`src/rtl/hps_io_pkg.sv`:
```
// Shared command codes, FSM states and index width
// for the HPS io command dispatcher.
package hps_io_pkg;

  localparam int IDX_W = 8;
  localparam int WORD_W = 16;

  localparam logic [15:0] GET_ID     = 16'h0001;
  localparam logic [15:0] SET_STATUS = 16'h001E;
  localparam logic [15:0] GET_STATUS = 16'h0014;

  typedef enum logic [2:0] {
    IDLE,
    CMD,
    LOCAL,
    FWD,
    OSD
  } state_t;

  function automatic logic is_local(
    input logic [15:0] code
  );
    return code == GET_ID ||
           code == SET_STATUS ||
           code == GET_STATUS;
  endfunction

endpackage

```
`src/rtl/hps_io_dispatch_if.sv`:
```
// SPI word-side bundle: io_strobe, io_din, io_enable,
// osd_enable from the HPS side; io_dout back to it.
interface hps_io_dispatch_if;
  import hps_io_pkg::*;

  logic              io_strobe;
  logic [WORD_W-1:0] io_din;
  logic              io_enable;
  logic              osd_enable;
  logic [WORD_W-1:0] io_dout;

  modport master (
    output io_strobe, io_din,
    output io_enable, osd_enable,
    input  io_dout
  );

  modport slave (
    input  io_strobe, io_din,
    input  io_enable, osd_enable,
    output io_dout
  );

endinterface

```
`src/rtl/hps_io_wdog.sv`:
```
// Transaction watchdog: counts while run is high, kick clears,
// expire pulses on the TIMEOUT-th idle cycle. Ports: clk, reset, run, kick, expire.
module hps_io_wdog #(
  parameter int TIMEOUT = 4096
) (
  input  logic clk,
  input  logic reset,
  input  logic run,
  input  logic kick,
  output logic expire
);

  localparam int CW = $clog2(TIMEOUT + 1);

  logic [CW-1:0] cnt;

  assign expire = run && !kick &&
                  (cnt == CW'(TIMEOUT - 1));

  always_ff @(posedge clk) begin
    if (reset || !run || kick) cnt <= '0;
    else                       cnt <= cnt + 1'b1;
  end

endmodule

```
`src/rtl/hps_io_dispatch.sv`:
```
// HPS io command sequencer: spi (slave) word port, status reg,
// ext_* handler port, osd_wr, err. Optional watchdog: HPS_IO_WDOG_EN.
module hps_io_dispatch
  import hps_io_pkg::*;
#(
  parameter logic [15:0] CORE_ID     = 16'h0000,
  parameter logic [31:0] STATUS_INIT = 32'h0,
  parameter int          TIMEOUT     = 4096
) (
  input  logic             sys_clk,
  input  logic             reset,
  hps_io_dispatch_if.slave spi,
  output logic [31:0]      status,
  output logic             status_upd,
  output logic [15:0]      ext_cmd,
  output logic [IDX_W-1:0] ext_idx,
  output logic [15:0]      ext_data,
  output logic             ext_wr,
  output logic             ext_end,
  input  logic [15:0]      ext_rd,
  output logic             osd_wr,
  output logic             err
);

  state_t           state;
  logic             osd_q;
  logic [IDX_W-1:0] cnt;
  logic [15:0]      lo;
  logic             pend;
  logic             pend_fwd;
  logic [15:0]      pend_val;
  logic             wd_block;
  logic             wd_expire;
  logic [15:0]      cmd_ret;
  logic [15:0]      pay_ret;
  logic [IDX_W-1:0] cnt_nx;

`ifdef HPS_IO_WDOG_EN
  hps_io_wdog #(.TIMEOUT(TIMEOUT)) u_wdog (
    .clk    (sys_clk),
    .reset  (reset),
    .run    (state != IDLE),
    .kick   (spi.io_strobe),
    .expire (wd_expire)
  );
`else
  assign wd_expire = 1'b0 && (TIMEOUT > 0);
`endif

  assign cnt_nx = (&cnt) ? cnt : cnt + 1'b1;

  // Return word for the command word itself.
  always_comb begin
    cmd_ret = '0;
    unique case (1'b1)
      spi.io_din == GET_ID:     cmd_ret = CORE_ID;
      spi.io_din == GET_STATUS: cmd_ret = status[15:0];
      default:                  cmd_ret = '0;
    endcase
  end

  // Return word for a built-in payload word.
  always_comb begin
    pay_ret = '0;
    if (ext_cmd == GET_STATUS && cnt == 1)
      pay_ret = status[31:16];
  end

  always_ff @(posedge sys_clk) begin
    if (reset) begin
      state       <= IDLE;
      osd_q       <= 1'b0;
      cnt         <= '0;
      lo          <= '0;
      pend        <= 1'b0;
      pend_fwd    <= 1'b0;
      pend_val    <= '0;
      wd_block    <= 1'b0;
      spi.io_dout <= '0;
      status      <= STATUS_INIT;
      status_upd  <= 1'b0;
      ext_cmd     <= '0;
      ext_idx     <= '0;
      ext_data    <= '0;
      ext_wr      <= 1'b0;
      ext_end     <= 1'b0;
      osd_wr      <= 1'b0;
      err         <= 1'b0;
    end else begin
      status_upd <= 1'b0;
      ext_wr     <= 1'b0;
      ext_end    <= 1'b0;
      osd_wr     <= 1'b0;
      pend       <= 1'b0;
      pend_fwd   <= 1'b0;
      osd_q      <= spi.osd_enable;

      // Second pipeline stage: io_dout lands at strobe+2.
      if (pend)
        spi.io_dout <= pend_fwd ? ext_rd : pend_val;

      if (!spi.io_enable && !spi.osd_enable)
        wd_block <= 1'b0;

      if (state inside {CMD, LOCAL, FWD} &&
          spi.osd_enable && !osd_q)
        err <= 1'b1;

      if (wd_expire) begin
        state    <= IDLE;
        wd_block <= 1'b1;
        err      <= 1'b1;
        if (state == FWD) ext_end <= 1'b1;
      end else begin
        unique case (state)
          IDLE: begin
            if (spi.io_strobe) err <= 1'b1;
            if (!wd_block) begin
              if (spi.io_enable) begin
                state <= CMD;
                if (spi.osd_enable) err <= 1'b1;
              end else if (spi.osd_enable) begin
                state <= OSD;
              end
            end
          end
          CMD: begin
            if (spi.io_strobe) begin
              ext_cmd  <= spi.io_din;
              ext_idx  <= 8'd1;
              cnt      <= 8'd1;
              pend     <= 1'b1;
              pend_val <= cmd_ret;
              state    <= is_local(spi.io_din) ? LOCAL : FWD;
            end else if (!spi.io_enable) begin
              state <= IDLE;
            end
          end
          LOCAL: begin
            if (spi.io_strobe) begin
              ext_idx  <= cnt;
              cnt      <= cnt_nx;
              pend     <= 1'b1;
              pend_val <= pay_ret;
              if (ext_cmd == SET_STATUS) begin
                if (cnt == 1) lo <= spi.io_din;
                if (cnt == 2) begin
                  status     <= {spi.io_din, lo};
                  status_upd <= 1'b1;
                end
              end
            end else if (!spi.io_enable) begin
              state <= IDLE;
            end
          end
          FWD: begin
            if (spi.io_strobe) begin
              ext_wr   <= 1'b1;
              ext_data <= spi.io_din;
              ext_idx  <= cnt;
              cnt      <= cnt_nx;
              pend     <= 1'b1;
              pend_fwd <= 1'b1;
            end else if (!spi.io_enable) begin
              state   <= IDLE;
              ext_end <= 1'b1;
            end
          end
          OSD: begin
            if (spi.io_strobe) begin
              osd_wr   <= 1'b1;
              ext_data <= spi.io_din;
              pend     <= 1'b1;
              pend_val <= '0;
            end else if (!spi.osd_enable) begin
              state <= IDLE;
            end
          end
          default: state <= IDLE;
        endcase
      end
    end
  end

endmodule

```
`src/flat_wrapper.sv`:
```
// flat-port wrapper written by rule: the top's interface ports become plain ports
module hps_io_dispatch_flat import hps_io_pkg::*;
#(
  parameter logic [15:0] CORE_ID     = 16'h0000,
  parameter logic [31:0] STATUS_INIT = 32'h0,
  parameter int          TIMEOUT     = 4096
)
  (sys_clk, reset, status, status_upd, ext_cmd, ext_idx, ext_data, ext_wr, ext_end, ext_rd, osd_wr, err, spi_io_strobe, spi_io_din, spi_io_enable, spi_osd_enable, spi_io_dout);
  hps_io_dispatch_if spi_i ();
  input  logic sys_clk;
  input  logic reset;
  output logic [31:0] status;
  output logic status_upd;
  output logic [15:0] ext_cmd;
  output logic [IDX_W-1:0] ext_idx;
  output logic [15:0] ext_data;
  output logic ext_wr;
  output logic ext_end;
  input  logic [15:0] ext_rd;
  output logic osd_wr;
  output logic err;
  input wire logic [$bits(spi_i.io_strobe)-1:0] spi_io_strobe;
  input wire logic [$bits(spi_i.io_din)-1:0] spi_io_din;
  input wire logic [$bits(spi_i.io_enable)-1:0] spi_io_enable;
  input wire logic [$bits(spi_i.osd_enable)-1:0] spi_osd_enable;
  output wire logic [$bits(spi_i.io_dout)-1:0] spi_io_dout;
  assign spi_i.io_strobe = spi_io_strobe;
  assign spi_i.io_din = spi_io_din;
  assign spi_i.io_enable = spi_io_enable;
  assign spi_i.osd_enable = spi_osd_enable;
  assign spi_io_dout = spi_i.io_dout;
  hps_io_dispatch #(.CORE_ID(CORE_ID), .STATUS_INIT(STATUS_INIT), .TIMEOUT(TIMEOUT)) u_core (.sys_clk(sys_clk), .reset(reset), .spi(spi_i), .status(status), .status_upd(status_upd), .ext_cmd(ext_cmd), .ext_idx(ext_idx), .ext_data(ext_data), .ext_wr(ext_wr), .ext_end(ext_end), .ext_rd(ext_rd), .osd_wr(osd_wr), .err(err));
endmodule
```
`config.mk`:
```
export PLATFORM = sky130hd
export DESIGN_NAME = hps_io_dispatch_flat
export DESIGN_NICKNAME = d
export VERILOG_FILES = /design/src/rtl/hps_io_pkg.sv /design/src/rtl/hps_io_dispatch_if.sv /design/src/rtl/hps_io_wdog.sv /design/src/rtl/hps_io_dispatch.sv /design/src/flat_wrapper.sv
export SDC_FILE = /design/constraint.sdc
export NUM_CORES = 1
export LEC_CHECK = 0
export ABC_AREA = 1
export CORE_MARGIN = 2
export CORE_UTILIZATION = 51
export DETAILED_ROUTE_END_ITERATION = 6
export HOLD_SLACK_MARGIN = 0.06
export PLACE_DENSITY_LB_ADDON = 0.2
export SLEW_MARGIN = 20
export SYNTH_ARGS = -nofsm -noshare
export SYNTH_HDL_FRONTEND = slang
export SYNTH_HIERARCHICAL = 1
export SYNTH_SLANG_ARGS = --single-unit
```
`constraint.sdc`:
```
create_clock -name sys_clk -period 2.24 [get_ports sys_clk]
set_clock_uncertainty 0.05 [all_clocks]
set_input_delay 0.448 -clock sys_clk [delete_from_list [all_inputs] [get_ports sys_clk]]
set_output_delay 0.448 -clock sys_clk [all_outputs]
set_load 0.01 [all_outputs]
```
; ---- Word level (Yosys, flattened, before mapping)
; Cells that the tools add are included.
[op_classes]
reduce_logical = 27
add_sub_neg = 1
mux = 30
bitwise_logic = 6
eq_ne = 20
[op_table]
columns = cell, n
row1 = $mux 16, 6
row2 = $eq 16x5->1 const B, 4
row3 = $pmux 16 s3, 1
row4 = $mux 8, 4
row5 = $pmux 8 s2, 2
row6 = $mux 3, 7
row7 = $reduce_and 4->1, 5
row8 = $eq 16x1->1 const B, 1
row9 = $ne 2x2->1 const B, 7
row10 = $pmux 3 s4, 1
row11 = $reduce_or 2->1, 5
row12 = $mux 1, 9
row13 = $add 8x1->8 const B, 1
row14 = $eq 8x1->1 const B, 1
row15 = $eq 8x2->1 const B, 1
row16 = $reduce_and 8->1, 1
row17 = $reduce_or 4->1, 2
row18 = $eq 3x2->1 const B, 2
row19 = $not 1->1, 6
row20 = $reduce_bool 3->1, 2
row21 = $reduce_and 2->1, 2
row22 = $eq 3x1->1 const B, 1
row23 = $eq 3x3->1 const B, 1
row24 = $logic_and 1x1->1, 3
row25 = 8 further kinds, 9
[totals]
out_inout_bits = 93
register_bits = 138
elab_cells = 100

; ---- Depth between registers and ports, before layout
[logic_depth]
depth_word = 9
ltp_mapped = 11

; ---- Worst setup path after synthesis
; OpenSTA, ideal clock, no wires.
[synth_timing]
kind = in2reg
start = input port spi_io_strobe
end = register u_core.state[2]
stages = 9
path_slack_ns = 0.605
t_arrival_ns = 1.469
setup_ns = 0.115
cell_sequence = buf_4 > inv_1 > nor2_1 > inv_1 > nand2_1 > nor2_1 > inv_1 > o21ai_0 > inv_1
[synth_via]
elab_chain_len = 2
[synth_rtl]
columns = item, line
row1 = "start, declared", flat_wrapper.sv:22  ; input wire logic [$bits(spi_i.io_strobe)-1:0] spi_io_strobe;
row2 = $mux 3 / $ne 2x2->1 (equally long branches), n/a
row3 = $pmux 3 s4 / $reduce_and 4->1 (equally long branches), n/a
row4 = "end signal, assigned", hps_io_dispatch.sv:134  ; state <= is_local(spi.io_din) ? LOCAL : FWD;
row5 = "end, declared", hps_io_dispatch.sv:25  ; state_t state;
; Several ways; a longest one is shown, not always the timed one.
; A chain may end at the register's enable or synchronous reset.

; ---- Worst setup path after layout
[layout_timing]
start = register u_core.state[1]
end = register u_core.pend_val[15]
[layout_via]
elab_chain_len = 3
[layout_rtl]
columns = item, line
row1 = $eq 3x2->1 (tied with other cells), hps_io_dispatch.sv:115  ; unique case (state)
row2 = $ne 2x2->1 (no line) / $reduce_bool 3->1 (equally long branches), n/a
row3 = $reduce_and 4->1 (no line), n/a
row4 = "end signal, assigned", hps_io_dispatch.sv:133  ; pend_val <= cmd_ret;
row5 = "end signal, assigned", hps_io_dispatch.sv:144  ; pend_val <= pay_ret;
row6 = "end, declared", hps_io_dispatch.sv:31  ; logic [15:0] pend_val;
; Several ways; a longest one is shown, not always the timed one.

==> out/metrics.yaml <==
drt_iter0_markers: 471
die_h_um: 112
cpMaxStageDelayCell: "clkinv_1"
drcViolationCount: 0
maxCapViolCount: 0
status: "complete, no violations"
fin_nets: 1021
clock_latency_ps: 430
area_delta_synth_final_pct: 36.1
slew_violations: 0
tns_ps: 0
hold_viol: 0
min_period_ps: 1950
cts_buffers: 17
finalSetupViolCount: 0
synth_top_area_share_pct: 46.1
max_slew_margin_pct: 68.4
whs_ps: 410
antenna_cells: 0
rr_worst_depth: 9
synth_nets: 886
finalCritPeriodShare_pct: 86.9
postSynthCellCount: 846
peakVddDrop_mv: 0.723
grt_pass1_wl_mm: 26.1
avgSynthCellArea_sq_um: 7.09
p_switching_uw: 1790
synth_cell_types: 35
cp.required_ps: 2500
worstPathArrival_ps: 2210
combPwrFrac_pct: 16.3
grt_usage_pct: 25.5
dr.pass1.iters: 5
grt_max_degree: 50
rows: 39
fp.dieW_um: 112
cts_max_path_buffers: 2
cp-start-kind: "register"
wl_mm: 15.9
cp_max_fo: 18
powerDensity_mw_per_mm2: 837
yosys_warnings: 6
hp-class: "reg2reg"
yosys-top-cells-area: "dfxtp_1 46%, nor2_1 11%, nand2_1 7.5%"
power_frac_clock_pct: 43.4
synth-seq-cells: 138
avgRoutedWirePerCell_um: 14.0
p_leak_uw: 0.00321
setup_slack_ps: 293
worstMarginPinSlew_ps: 471
critPathMaxStageDelay_ps: 390
path_cells: "inv_2 > nor2_4 > nand2_4 > nand2_2 > clkinv_1 > nand2_1 > nor2_1 > nor2_1 > a21oi_1"
yosys.area.top_type: "dfxtp_1"
critical_path_class: "reg2reg"
coreArea_sq_mm: 0.0115
port_buffers: 129
cts_resized: 0
ant_nets: 0
vias_per_cell: 5.21
hold_depth: 2
switching_share_pct: 26.2
start_util_pct: 52.3
clock-sinks: 138
grt_pass1_vias: 5217
hpwl_mm: 11.2
gp_congestion: 0.896
clkTransAtPathRegs_ps: 60
cp-end-kind: "register"
cts-hold-fix-buffers: 0
rsz0062_at_grt: "no"
max_freq_ghz: 0.514
htree_levels: 4
cts_tree: "done"
drive_above_1_share_pct: 8.46
overflow: 0
ioPinCount: 130
synth_area_sq_mm: 0.00600
cts_setup_buffers: 0
die_area_sq_mm: 0.0126
antenna_found_initial: 0
p_int_uw: 5040
post-place-ws_ps: 102
vias: 5918
clockRootBuffer: "clkbuf_16"
synth-seq-area-share_pct: 46.1
power.share.sequential_pct: 40.3
crit_top_cell: "nor2_1"
==> flip-flops by register name (all words and copies together), names as in the netlist <==
register,flops
u_core/pend,1
u_core/osd_wr,1
u_core/status,32
u_core/pend_val,16
u_core/ext_idx,8
u_core/ext_cmd,16
u_core/err,1
u_core/state,3
u_core/spi.io_dout,16
u_core/osd_q,1
u_core/pend_fwd,1
u_core/cnt,8
u_core/status_upd,1
u_core/ext_end,1
u_core/lo,16
u_core/ext_data,16
==> kinds of logic (layout without fill, tap and decap cells) <==
group / after synthesis / in the layout / share of synthesized area, %
AND/OR/NAND/NOR: 396 / 396 / 28.9
flip-flops: 138 / 138 / 46.1
AO/OA/AOI/OAI: 171 / 171 / 15.1
buffers and inverters: 138 / 285 / 9.39
adder cells (fa/ha/maj): 3 / 3 / 0.626
==> Yosys cell counts (all sizes together) <==
cell,n
a21oi,63
a31oi,1
buf,16
clkbuf,29
clkinv,2
dfxtp,138
ha,3
inv,91
nand2,124
nand3,34
nand4,36
nor2,186
nor3,14
nor4,1
o211ai,16
o21ai,90
o21bai,1
or2,1
==> layer usage <==
layer | track usage [%] | vias to the layer above | share of wire [%]
li1 | - | 3028 | -
met1 | 36.2 | 2633 | 47
met2 | 37.5 | 233 | 44
met3 | 6.80 | 24 | 7.8
met4 | 9.11 | 0 | 1.5
met5 | 0 | - | 0
==> area by class of cell <==
cell class,count,area [sq um]
clock buffer,20,457
clock inverter,11,170
fill,949,3310
inverter,93,350
multi-input combinational,570,2670
sequential,138,2760
tap,143,179
timing repair buffer,161,1570
==> worst paths after layout <==
check,slack [ps],start,endpoint
worst min-delay path,410,u_core/lo[4],u_core/lo[4]
worst max-delay path,290,u_core/state[1],u_core/pend_val[15]
worst max register to register,290,u_core/state[1],u_core/pend_val[15]
worst min register to register,410,u_core/lo[4],u_core/lo[4]
==> layout by cell type (no fill, tap or decap), types with 2 or more instances in the layout <==
| cell | n |
|---|---|
| nand4_1 | 35 |
| nor3_1 | 12 |
| o21ai_0 | 88 |
| clkdlybuf4s50_1 | 129 |
| nor2_2 | 3 |
| buf_4 | 29 |
| nand2_1 | 120 |
| clkinv_4 | 2 |
| o211ai_1 | 16 |
| nor2_1 | 179 |
| buf_12 | 3 |
| inv_2 | 5 |
| inv_1 | 86 |
| clkbuf_8 | 2 |
| nand3_1 | 33 |
| clkinvlp_4 | 3 |
| dfxtp_1 | 138 |
| ha_1 | 3 |
| clkbuf_16 | 17 |
| nor2_4 | 3 |
| clkinv_2 | 3 |
| nand2_2 | 3 |
| a21oi_1 | 63 |
| bufinv_16 | 4 |
==> critical path: cells and delay by family, from the launching register on <==
family | cells | cell delay [ps]
AND/OR/NAND/NOR | 6 | 900
AO/OA/AOI/OAI | 1 | 70
flip-flops | 1 | 360
buffers and inverters | 2 | 460
==> power by group through the flow <==
stage / registers, uW / logic [uW] / clock network [uW]
floorplan: 2830 / 568 / 0
finish: 2750 / 1110 / 2960
global route: 2770 / 1220 / 3120
global placement: 2800 / 1090 / 0
detailed placement: 2800 / 1090 / 0
CTS: 2750 / 1110 / 3010
==> metrics by stage <==
| stage | total power, uW | std cells | util [%] | cell area, sq um |
|---|---|---|---|---|
| floorplan | 3400 | 846 | - | 6000 |
| global placement | 3880 | 1105 | 65.7 | 7530 |
| detailed placement | 3890 | 1105 | 65.7 | 7530 |
| CTS | 6870 | 1136 | 71.2 | 8160 |
| global route | 7110 | 1136 | 71.2 | 8160 |
| finish | 6830 | 1136 | 71.2 | 8160 |
Note: power is estimated with default switching activity, not from simulation.
